===== src/rtl/pwm_bank.sv =====
// Multi-channel PWM generator with per-channel double-buffered duty cycles, a clock
// prescaler and an edge- or center-aligned phase counter, written through a byte-wide port.
module pwm_bank #(
    parameter int NUM_CH = 16,
    parameter int CNT_W  = 8
) (
    input  logic              clk,
    input  logic              rst,
    input  logic              wr_en,
    input  logic [7:0]        wr_addr,
    input  logic [7:0]        wr_data,
    output logic [NUM_CH-1:0] out,
    output logic              period_start
);

    localparam int NB   = (NUM_CH + 7) / 8;
    localparam int MAXV = (1 << CNT_W) - 1;

    localparam logic [CNT_W:0] MAXV_P      = (CNT_W+1)'(MAXV);
    localparam logic [CNT_W:0] EDGE_LAST   = (CNT_W+1)'(MAXV - 1);
    localparam logic [CNT_W:0] CENTER_LAST = (CNT_W+1)'(2 * MAXV - 1);

    localparam logic [7:0] ADDR_EN_OUT   = 8'h00;
    localparam logic [7:0] ADDR_EN_PWM   = 8'h10;
    localparam logic [7:0] ADDR_PRESCALE = 8'h20;
    localparam logic [7:0] ADDR_MODE     = 8'h21;
    localparam logic [7:0] ADDR_DUTY     = 8'h40;

    logic [NUM_CH-1:0] enOut_q, enOut_d;
    logic [NUM_CH-1:0] enPwm_q, enPwm_d;
    logic [7:0]        prescale_q, prescale_d;
    logic              mode_q, mode_d;
    logic [7:0]        preCnt_q, preCnt_d;
    logic [CNT_W:0]    phase_q, phase_d;
    logic [CNT_W-1:0]  dutyShadow_q [NUM_CH];
    logic [CNT_W-1:0]  dutyShadow_d [NUM_CH];
    logic [CNT_W-1:0]  dutyActive_q [NUM_CH];
    logic [CNT_W-1:0]  dutyActive_d [NUM_CH];
    logic [NUM_CH-1:0] out_q, out_d;
    logic              periodStart_q, periodStart_d;

    logic [NB*8-1:0]   enOutPad;
    logic [NB*8-1:0]   enPwmPad;
    logic              tick;
    logic              wrap;
    logic              modeWr;
    logic              loadDuty;
    logic [CNT_W:0]    phaseLast;
    logic [CNT_W:0]    fold;
    logic [CNT_W:0]    dutyExt;
    logic [NUM_CH-1:0] pwm;

    // Register file writes; enable vectors are padded to whole bytes so bits beyond NUM_CH drop out.
    always_comb begin
        enOutPad   = '0;
        enPwmPad   = '0;
        enOutPad[NUM_CH-1:0] = enOut_q;
        enPwmPad[NUM_CH-1:0] = enPwm_q;
        prescale_d = prescale_q;
        mode_d     = mode_q;
        modeWr     = 1'b0;

        for (int b = 0; b < NB; b++) begin
            if (wr_en && wr_addr == ADDR_EN_OUT + 8'(b)) begin
                enOutPad[b*8 +: 8] = wr_data;
            end
            if (wr_en && wr_addr == ADDR_EN_PWM + 8'(b)) begin
                enPwmPad[b*8 +: 8] = wr_data;
            end
        end
        enOut_d = enOutPad[NUM_CH-1:0];
        enPwm_d = enPwmPad[NUM_CH-1:0];

        if (wr_en && wr_addr == ADDR_PRESCALE) begin
            prescale_d = wr_data;
        end
        if (wr_en && wr_addr == ADDR_MODE) begin
            mode_d = wr_data[0];
            modeWr = 1'b1;
        end

        for (int ch = 0; ch < NUM_CH; ch++) begin
            dutyShadow_d[ch] = dutyShadow_q[ch];
            if (wr_en && wr_addr == ADDR_DUTY + 8'(ch)) begin
                dutyShadow_d[ch] = wr_data[CNT_W-1:0];
            end
        end
    end

    // Prescaler and phase counter; a mode write restarts both and forces a duty load.
    always_comb begin
        tick      = (preCnt_q == prescale_q);
        preCnt_d  = tick ? 8'd0 : preCnt_q + 8'd1;
        phaseLast = mode_q ? CENTER_LAST : EDGE_LAST;
        wrap      = tick && (phase_q >= phaseLast);
        phase_d   = phase_q;
        if (tick) begin
            phase_d = wrap ? '0 : phase_q + 1'b1;
        end
        if (modeWr) begin
            phase_d  = '0;
            preCnt_d = 8'd0;
        end
        loadDuty      = wrap || modeWr;
        periodStart_d = loadDuty;

        // Loading from the next-state shadow lets a write on the boundary cycle pass straight through.
        for (int ch = 0; ch < NUM_CH; ch++) begin
            dutyActive_d[ch] = loadDuty ? dutyShadow_d[ch] : dutyActive_q[ch];
        end
    end

    // Output level per channel from the current phase, duty and enables.
    always_comb begin
        fold    = (phase_q < MAXV_P) ? phase_q : CENTER_LAST - phase_q;
        dutyExt = '0;
        pwm     = '0;
        out_d   = '0;
        for (int ch = 0; ch < NUM_CH; ch++) begin
            dutyExt = {1'b0, dutyActive_q[ch]};
            if (mode_q) begin
                pwm[ch] = (fold >= MAXV_P - dutyExt);
            end else begin
                pwm[ch] = (phase_q < dutyExt);
            end
            out_d[ch] = enOut_q[ch] & (~enPwm_q[ch] | pwm[ch]);
        end
    end

    always_ff @(posedge clk) begin
        if (rst) begin
            enOut_q       <= '0;
            enPwm_q       <= '0;
            prescale_q    <= '0;
            mode_q        <= 1'b0;
            preCnt_q      <= '0;
            phase_q       <= '0;
            out_q         <= '0;
            periodStart_q <= 1'b0;
            for (int ch = 0; ch < NUM_CH; ch++) begin
                dutyShadow_q[ch] <= '0;
                dutyActive_q[ch] <= '0;
            end
        end else begin
            enOut_q       <= enOut_d;
            enPwm_q       <= enPwm_d;
            prescale_q    <= prescale_d;
            mode_q        <= mode_d;
            preCnt_q      <= preCnt_d;
            phase_q       <= phase_d;
            out_q         <= out_d;
            periodStart_q <= periodStart_d;
            for (int ch = 0; ch < NUM_CH; ch++) begin
                dutyShadow_q[ch] <= dutyShadow_d[ch];
                dutyActive_q[ch] <= dutyActive_d[ch];
            end
        end
    end

    assign out          = out_q;
    assign period_start = periodStart_q;

endmodule


===== config.mk =====
export PLATFORM = sky130hd
export DESIGN_NAME = pwm_bank
export DESIGN_NICKNAME = d
export VERILOG_FILES = /design/src/rtl/pwm_bank.sv
export SDC_FILE = /design/constraint.sdc
export NUM_CORES = 1
export LEC_CHECK = 0
export CORE_MARGIN = 2
export CORE_UTILIZATION = 40
export DETAILED_ROUTE_END_ITERATION = 10
export GPL_ROUTABILITY_DRIVEN = 0
export PLACE_DENSITY = 0.65
export RECOVER_POWER = 50
export SYNTH_ARGS = -nofsm -noshare
export SYNTH_HDL_FRONTEND = slang
export SYNTH_SLANG_ARGS = --single-unit

===== constraint.sdc =====
create_clock -name clk -period 5.05 [get_ports clk]
set_input_delay 1.01 -clock clk [delete_from_list [all_inputs] [get_ports clk]]
set_output_delay 1.01 -clock clk [all_outputs]
set_load 0.02 [all_outputs]

* After elaboration in Yosys (flattened, before gate mapping)
Memories as Yosys holds them, arrays and structs flattened.
Cells that the tools add are included.
** Storage, ports and cells
- Bits in registers :: 75
- RAM bits :: 256
- Bits of input ports :: 19
- Output and inout port bits :: 17
- Word-level logic and storage cells :: 281
- Memories kept :: 2
** Cells by class
- $lt $le $gt $ge :: 34
- Reduce and logical (&&, ||, !) cells :: 27
- Add/subtract/negate cells :: 19
- Muxes and demuxes :: 87
- Equality and inequality tests :: 22
- Bitwise gates (word level) :: 80
** Memory list
- dutyActive_q :: depth 16, width 8, read ports 16, clocked after memory_dff 0, wr ports 16, line 37 : logic [CNT_W-1:0] dutyActive_q [NUM_CH];
- dutyShadow_q :: depth 16, width 8, read ports 16, clocked after memory_dff 0, wr ports 16, line 35 : logic [CNT_W-1:0] dutyShadow_q [NUM_CH];
** Operators with widths (number)
- 8-bit two-way mux :: 64
- 9-bit >= comparator :: 17
- 9-bit by 8-bit less-than comparator with 1-bit output :: 16
- 8-bit by 8-bit subtractor with 9-bit output (first input constant) :: 16
- 8-bit by 7-bit == test with 1-bit output (second input constant) :: 16
- 1-bit bitwise OR :: 48
- 9-bit two-way mux :: 3
- 1-bit logical AND :: 23
- 1-bit two-way mux :: 20
- 1-bit bitwise AND :: 16
- 8-bit by 5-bit == test with 1-bit output (second input constant) :: 2
- 8-bit by 6-bit == test with 1-bit output (second input constant) :: 2
- 1-bit inverter :: 16
- 9-bit by 1-bit adder with 9-bit output (second input constant) :: 1
- 9-bit by 8-bit less-than comparator with 1-bit output (second input constant) :: 1
- 9-bit subtractor (first input constant) :: 1
- 8-bit by 1-bit adder with 8-bit output (second input constant) :: 1
- 8-bit by 1-bit == test with 1-bit output (second input constant) :: 1
- 8-bit == test :: 1
- 8-bit logical NOT :: 1
- 3-bit OR reduction :: 1
- 2-bit OR reduction :: 1
- 1-bit logical OR :: 1

* Depth between registers and ports, before layout
- Depth in word-level cells :: 6
- Mapped depth :: 12

* Least setup slack after synthesis
Ideal clock, no wire load.
- Kind :: flip-flop to flip-flop
- From :: reg phase_q[1]
- To :: reg out_q[10] (netlist: out[10])
- Required time :: 4.922 ns
- Path slack :: 0.954 ns
- Cell stages (with the launch flop) :: 10
- Period minus slack after synthesis :: 4.096 ns
- Arrival :: 3.968 ns
- Library setup time :: 0.128 ns
- Cell sequence :: dfxtp_1 -> ha_1 -> a31oi_1 -> mux2i_1 -> ha_1 -> or3b_2 -> a311oi_1 -> nor3_1 -> o41ai_1 -> a31oi_1
** On the way
- Word-level cells in the longest chain between the ends :: 6
- Elaborated cells on any way between the ends :: 8
- Those cells by class :: add/sub (1); order compare (3); mux (2); bitwise (2)
** RTL lines
- start, declared :: line 34 : logic [CNT_W:0] phase_q, phase_d;
- start signal, assigned :: line 150 : phase_q <= phase_d;
- 9-bit subtractor or 9-bit by 8-bit less-than comparator with 1-bit output (tied branches) :: line 115 : fold = (phase_q < MAXV_P) ? phase_q : CENTER_LAST - phase_q;
- 9-bit two-way mux :: line 115
- 9-bit >= comparator :: line 122 : pwm[ch] = (fold >= MAXV_P - dutyExt);
- 1-bit two-way mux (*) :: line 121 : if (mode_q) begin
- 1-bit bitwise OR (*) :: line 126 : out_d[ch] = enOut_q[ch] & (~enPwm_q[ch] | pwm[ch]);
- 1-bit bitwise AND (*) :: line 126
- end signal, assigned :: line 151 : out_q <= out_d;
- end, declared :: line 39 : logic [NUM_CH-1:0] out_q, out_d;
Every way passes the cells marked *; elsewhere a longest branch is shown, timed or not.
A chain may end at the register's enable or synchronous reset.

==> reports/results.ini <==
[run_status]
status=finished with violations
violations=max-capacitance violations, max-slew violations

[cts]
cts.sinks=331
cts_buffers=39
clkTransAtPathRegs_ns=0.06
ctsHtreeMaxLevel=2
cts_tree=built
cts_setup_buffers=0
postCtsHoldBufs=0
root_buffer=clkbuf_16
cts_resized=0
cts.path.max_buffers=3
clk-insertion-delay-late_ns=0.56

[sta]
setup_viol=0
worst_slew_pin_slew_ns=1.73
setup_tns_ns=0
clock.fmax_ghz=0.240
finalClockSkew_ns=0.0185
maxSlewViolCount=45
hold_viol=0
fin_crit_sh_pct=82.5
grt_setup_unrepaired=no
post-route-min-period_ns=4.16
relSlewSlack_pct=-16.5

[worst_hold_path]
hold_class=reg2reg
hold_path_depth=2
hold_end=out[10]
hp-start=enOut_q[10]

[grt]
antenna_found_initial=2
grt_max_degree=142
grt_pass1_wl_um=76700
grt.total_usage_pct=21.0
first_global_vias=13753
gr-total-overflow=0

[floorplanning]
rows=78
start_util_pct=40.5
pin_count=36
die_h_um=218
dieArea_sq_um=47500
coreArea_sq_um=45300
die_w_um=218

[yosys]
syn_nets=2183
synth_cell_type_count=63
synthCells=1917
synth_area_sq_um=18300
yosysWarnings=0
synthArstFlopShare_pct=0
synth-seq-cells=331
avgSynthCellArea_sq_um=9.56
synth_edf_count=0
ys_seq_area_share_pct=36.2
ys.flop_type=dfxtp_1

[route]
vias=13652
drc=0
ant_nets=0
drt_iter0_markers=983
wl_per_cell_um=19.1
first_pass_iters=6
routed_wl_um=49300
vias_per_cell=5.30

[worst_setup_path]
cpPeakStageDelay_ns=1.43
rrSetupSlack_ns=0.99
critPathMaxFanout=8
crit_family=simple AND/OR/NAND/NOR gates
worstReg2RegStart=phase_q[1]
cp-end-kind=register
required_ns=5.48
crit_type=in2reg
rr_endpoint=out[13]
cp-start-kind=primary input
cp_cell_sequence=dlygate4sd3_1, or4b_1, nor3_1, mux2i_1, nor2_2, mux2_1
crit_buf_inv=1
critPathArrivalTime_ns=4.59
slowest_stage=nor3_1
worstSetupStartpoint=wr_addr[5]
reg2reg_depth=12

[pwr]
p_leak_nw=9.70
clkPwrFrac_pct=50.3
vdd_drop_max_v=0.000196
combPwrFrac_pct=5.6
p_switching_mw=1.37
swShare_pct=22.9
seqPwrFrac_pct=44.1
power.internal_mw=4.60
power.density_nw_per_um2=288

[layout]
seqCellArea_sq_um=6630
layout_common_cells=dfxtp_1 (331), nor2_1 (287), ha_1 (247), mux2i_1 (170), inv_1 (159)
syn2layout_area_growth_pct=13.1
multi_input_area_sq_um=10700
post-route-util_pct=45.7
final_common_cell=dfxtp_1
layout.nets=2212
nFillCells=4330
drive_above_1_share_pct=12.9

[run]
maxCapViolCount=6

[place]
io_buffers=35
dp_hpwl_um=31300

-- worst reg2reg max path, delay by kind of cell, from the launching register on --
| kind | cells | cell delay (ns) |
|---|---|---|
| compound gates | 6 | 1.08 |
| flops | 1 | 0.92 |
| fa+ha+maj | 2 | 0.68 |
| xor+xnor | 1 | 0.63 |
| buf+inv | 2 | 0.53 |
| simple gates | 1 | 0.06 |
-- final cells by class --
class,count,share of cell area [%]
Antenna cell,1,0.0121
Clock buffer,57,5.87
Clock inverter,12,0.815
Inverter,159,2.88
Multi-Input combinational cell,1343,51.7
Sequential cell,331,32.0
Tap cell,600,3.62
Timing Repair Buffer,72,3.14
-- flip-flops by register name (all words and copies together), names as in the netlist --
register / flops
dutyActive_q: 128
dutyShadow_q: 128
enOut_q: 16
enPwm_q: 16
mode_q: 1
out: 16
period_start: 1
phase_q: 9
preCnt_q: 8
prescale_q: 8
-- kinds of logic after synthesis --
logic type,Yosys count,share of synthesized area (%)
simple gates,531,14.4
flops,331,36.2
mux,300,17.3
fa+ha+maj,247,16.9
compound gates,246,9.06
buf+inv,243,5.29
xor+xnor,19,0.908
-- Yosys cell counts, drive strengths merged (3+ instances only) --
library cell	instances	area share, %
nor2	335	7.5
dfxtp	331	36
ha	247	17
mux2i	172	9.4
inv	159	3.3
mux2	128	7.9
a21oi	61	1.7
clkbuf	57	1.2
a21o	46	1.9
nand3	38	1.0
nand2b	35	1.2
nand2	28	0.57
buf	27	0.87
a211oi	26	1.1
o21ai	26	0.71
o211ai	18	0.74
nand4	16	0.68
nor2b	15	0.51
o31ai	15	0.61
and3	14	0.48
nor3	13	0.72
xnor2	11	0.53
a31oi	10	0.34
o2111ai	8	0.38
xor2	8	0.38
a311oi	7	0.33
o22ai	6	0.20
o41ai	6	0.29
or2	6	0.20
or3b	6	0.29
nand3b	4	0.16
nand4b	4	0.19
a211o	3	0.14
o21a	3	0.12
o32ai	3	0.14
-- per-stage QoR --
stage / worst slack (ns) / hold WS, ns / std cells / power [mW] / area [sq um]
floorplan: 0.954 / 0.405 / 1917 / 2.88 / 18300
CTS: 1.35 / 0.424 / 2574 / 6.02 / 20800
global placement: 1.13 / 0.419 / 2505 / 3.01 / 19500
detailed placement: 1.07 / 0.416 / 2505 / 3.02 / 19500
finish: 0.886 / 0.424 / 2575 / 5.96 / 20700
global route: 0.692 / 0.451 / 2575 / 6.15 / 20700
-- power by group through the flow --
stage               Clock, mW  Combinational (mW)  Sequential (mW)
floorplan                   0               0.192             2.69
global placement            0               0.327             2.69
detailed placement          0               0.334             2.69
CTS                      3.06               0.338             2.63
global route             3.16               0.364             2.63
finish                   3.00               0.333             2.63
-- routing by layer --
layer / wire length (um) / part of all wire, % / up-vias / track usage (%)
li1: - / - / 6715 / -
met1: 21700 / 44 / 6513 / 26.2
met2: 23200 / 47 / 320 / 35.4
met3: 2670 / 5.4 / 104 / 3.81
met4: 1760 / 3.6 / 0 / 9.09
met5: 0 / 0 / - / 0
-- worst max path at each step --
stage,cells after the start,endpoint,slack (ns)
CTS,12,out[12],1.35
global placement,7,dutyActive_q[1][39],1.13
floorplan,9,out[10],0.95
detailed placement,6,enPwm_q[1],1.07
global route,12,out[12],0.69
finish,6,dutyActive_q[1][30],0.89
(Power assumes the default switching activity.)
==> RTL edit, RTL diff (same settings) <==
The output `out` loses its register stage (`out_q` becomes a continuous assignment).
--- a/src/rtl/pwm_bank.sv
+++ b/src/rtl/pwm_bank.sv
@@ -135,7 +135,6 @@
             mode_q        <= 1'b0;
             preCnt_q      <= '0;
             phase_q       <= '0;
-            out_q         <= '0;
             periodStart_q <= 1'b0;
             for (int ch = 0; ch < NUM_CH; ch++) begin
                 dutyShadow_q[ch] <= '0;
@@ -148,7 +147,6 @@
             mode_q        <= mode_d;
             preCnt_q      <= preCnt_d;
             phase_q       <= phase_d;
-            out_q         <= out_d;
             periodStart_q <= periodStart_d;
             for (int ch = 0; ch < NUM_CH; ch++) begin
                 dutyShadow_q[ch] <= dutyShadow_d[ch];
@@ -157,6 +155,8 @@
         end
     end
 
+    assign out_q = out_d;
+
     assign out          = out_q;
     assign period_start = periodStart_q;
 
Behaviour: not the same (Yosys sat finds a counterexample within 4 cycles, from zero or initial values and one cycle with rst high).
==> RTL edit against the original RTL <==
Critical endpoint is now out[12]. Critical path depth grew 7. Sequential power decreased by 5%. Design area increased by 0.11%. Worst setup slack got worse by 0.74 ns. Sequential cell count fell by 16. Maximum frequency is 15% lower. Count of clock-buffer cells in the layout fell by 3. Worst hold slack improved by 0.041 ns. Total power decreased by 4.1%. Die area is 0.73% higher. The flow still finishes with violations (max-capacitance violations, max-slew violations). Synthesized cell count is 1.5% lower. Area after synthesis rose by 0.74%. Wire length is 2.2% higher.
==> RTL edit: results (changes against the original RTL) <==
{
  "run_status": {
    "status": "finished with violations",
    "violations": "max-capacitance violations, max-slew violations"
  },
  "synth": {
    "ys_seq_area_share": {"value": 34.16, "unit": "%", "change": "-2.0 points"},
    "yosys-top-cells-count": "315 x dfxtp_1, 284 x nor2_1, 247 x ha_1",
    "cell_variety_after_synth": {"value": 64, "change": "+1.6%"},
    "yosys-top-cells-area": "dfxtp_1 34%, ha_1 17%, mux2i_1 8.4%",
    "syn_nets": {"value": 2154, "change": "-1.3%"},
    "syn_inst": {"value": 1888, "change": "-1.5%"},
    "ys_dominant_reg_cell": "dfxtp_1"
  },
  "place": {
    "post_dp_cell_area": {"value": 19510, "unit": "µm²", "change": "+0.30%"},
    "place_hpwl": {"value": 31540, "unit": "µm", "change": "+0.69%"},
    "post-place-cells": {"value": 2491, "change": "-0.56%"}
  },
  "setup_path": {
    "timing.reg2reg.worst_path_depth": {"value": 8, "change": "-4"},
    "timing.critical_path.fanout_max": {"value": 10, "change": "+2"},
    "r2r_end": "dutyActive_q[1][63]$_SDFFE_PP0P_",
    "worst_ep_arrival_time": {"value": 3.89, "unit": "ns", "change": "-0.70 ns"}
  },
  "run": {
    "max_cap_violations": {"value": 1, "change": "-5"}
  },
  "pwr": {
    "ir_worst_vdd": {"value": 0.0002330, "unit": "V", "change": "+19%"},
    "total_leakage_power": {"value": 9.838, "unit": "nW", "change": "+1.4%"}
  },
  "drt": {
    "drt_pre_antenna_iters": {"value": 7, "change": "+1"},
    "avgViaCountPerCell": {"value": 5.416, "change": "+2.2%"},
    "detail_route.iter0.violations": {"value": 1050, "change": "+6.8%"},
    "post_drt_wl_per_cell": {"value": 19.68, "unit": "µm", "change": "+2.8%"}
  },
  "timing": {
    "number_of_pins_exceeding_their_max_slew_limit_in_the_final_report": {"value": 42, "change": "-6.7%"},
    "final.setup_skew": {"value": 0.02600, "unit": "ns", "change": "+0.007496 ns"},
    "worstMarginPinSlew": {"value": 1.613, "unit": "ns", "change": "-0.1202 ns"}
  },
  "global_route": {
    "grt_util_met3": {"value": 3.992, "unit": "%", "change": "+0.18 points"},
    "grt.total_usage": {"value": 21.28, "unit": "%", "change": "+0.25 points"},
    "global_route.usage.met2": {"value": 35.44, "unit": "%", "change": "about the same"},
    "use_met1": {"value": 27.07, "unit": "%", "change": "+0.84 points"},
    "grt_max_degree": {"value": 125, "change": "-12%"},
    "grt_pass1_wl": {"value": 78230, "unit": "µm", "change": "+2.0%"},
    "grt_antenna_before_repair": {"value": 0, "change": "-2"}
  },
  "final_layout": {
    "layout-drive-gt1-share": {"value": 13.52, "unit": "%", "change": "+0.65 points"},
    "antennaDiodeCount": {"value": 0, "change": "-1"},
    "final_cells": {"value": 2560, "change": "-0.58%"}
  },
  "cts": {
    "tritoncts.num_buffers": {"value": 37, "change": "-5.1%"}
  },
  "hold_path": {
    "holdCritStartpoint": "dutyShadow_q[0][7]$_SDFF_PP0_"
  }
}
[RTL edit: changes by cell type in the layout (fill, tap and decap cells not counted), sizes merged, moves of 16 or more]
cell	delta
a21o	-19
dfxtp	-16
dlygate4sd3	-17
mux2i	-17
nand2	+26
nor2	-51
[RTL edit: report_power, final]
group          switching [W]  internal [W]
clock                0.00109       0.00180
sequential        0.00000344       0.00249
combinational       0.000220      0.000117
[RTL edit: cell families (layout without fill, tap and decap cells)]
group                    count (synthesis)  count (layout)  synth area share (%)
XOR/XNOR                                18              18                0.8542
buffers and inverters                  236             308                 6.209
flip-flops                             315             315                 34.16
multiplexers                           275             275                 17.76
adder cells (fa/ha/maj)                247             247                 16.74
AO/OA/AOI/OAI                          265             265                 9.850
AND/OR/NAND/NOR                        532             532                 14.42
[RTL edit: per-stage QoR]
step                      utilization (%)  setup WS (ns)
after floorplan                         -         0.1069
after global placement              42.90         0.3257
after detailed placement            42.90         0.3675
after CTS                           45.90       0.003381
after global routing                45.60       -0.01091
final                               45.60         0.1502
[RTL edit: worst max path at each step]
stage | startpoint | endpoint | slack, ns | depth (start not counted)
6_report | phase_q[5]$_SDFFE_PP0P_ | out[12] | 0.15 | 13
5_1_grt | phase_q[2]$_SDFFE_PP0P_ | out[13] | -0.01 | 13
4_1_cts | phase_q[3]$_SDFFE_PP0P_ | out[7] | 0.003 | 13
3_5_place_dp | phase_q[5]$_SDFFE_PP0P_ | out[12] | 0.37 | 12
3_3_place_gp | phase_q[5]$_SDFFE_PP0P_ | out[11] | 0.33 | 12
2_1_floorplan | phase_q[1]$_SDFFE_PP0P_ | out[11] | 0.11 | 10
[RTL edit: what timing repair did]
action                                  CTS  global route
gates cloned                              0             0
buffers inserted                          2             0
hold endpoints to repair                  0             0
resized for setup                        21            18
endpoints found under the setup margin   15            10
pin swaps                                 0             3
[RTL edit: layer usage]
metal	share of wire, %	vias up
li1	-	6727
met1	45	6682
met2	45	337
met3	5.8	119
met4	3.9	0
met5	0	-
[RTL edit: layout make-up]
cell class	count	area (µm²)
multi-input combinational	1337	11000
inverter	144	540.5
clock buffer	54	1121
fill	4276	24740
clock inverter	13	203.9
timing repair buffer	97	815.8
sequential	315	6307
tap	600	750.7
[RTL edit: worst max-delay path, stage by stage (launching register included)]
cell and delay, ns:
dfxtp_1 0.31, and3_4 0.20, and3_4 0.21, a21oi_1 0.14
buf_4 0.20, mux2i_4 0.28, buf_12 0.18, ha_1 0.25
nor2b_1 0.14, a221oi_1 0.31, o21ai_0 0.17, a2111oi_2 0.36
o221ai_1 0.23, dlygate4sd2_1 0.37
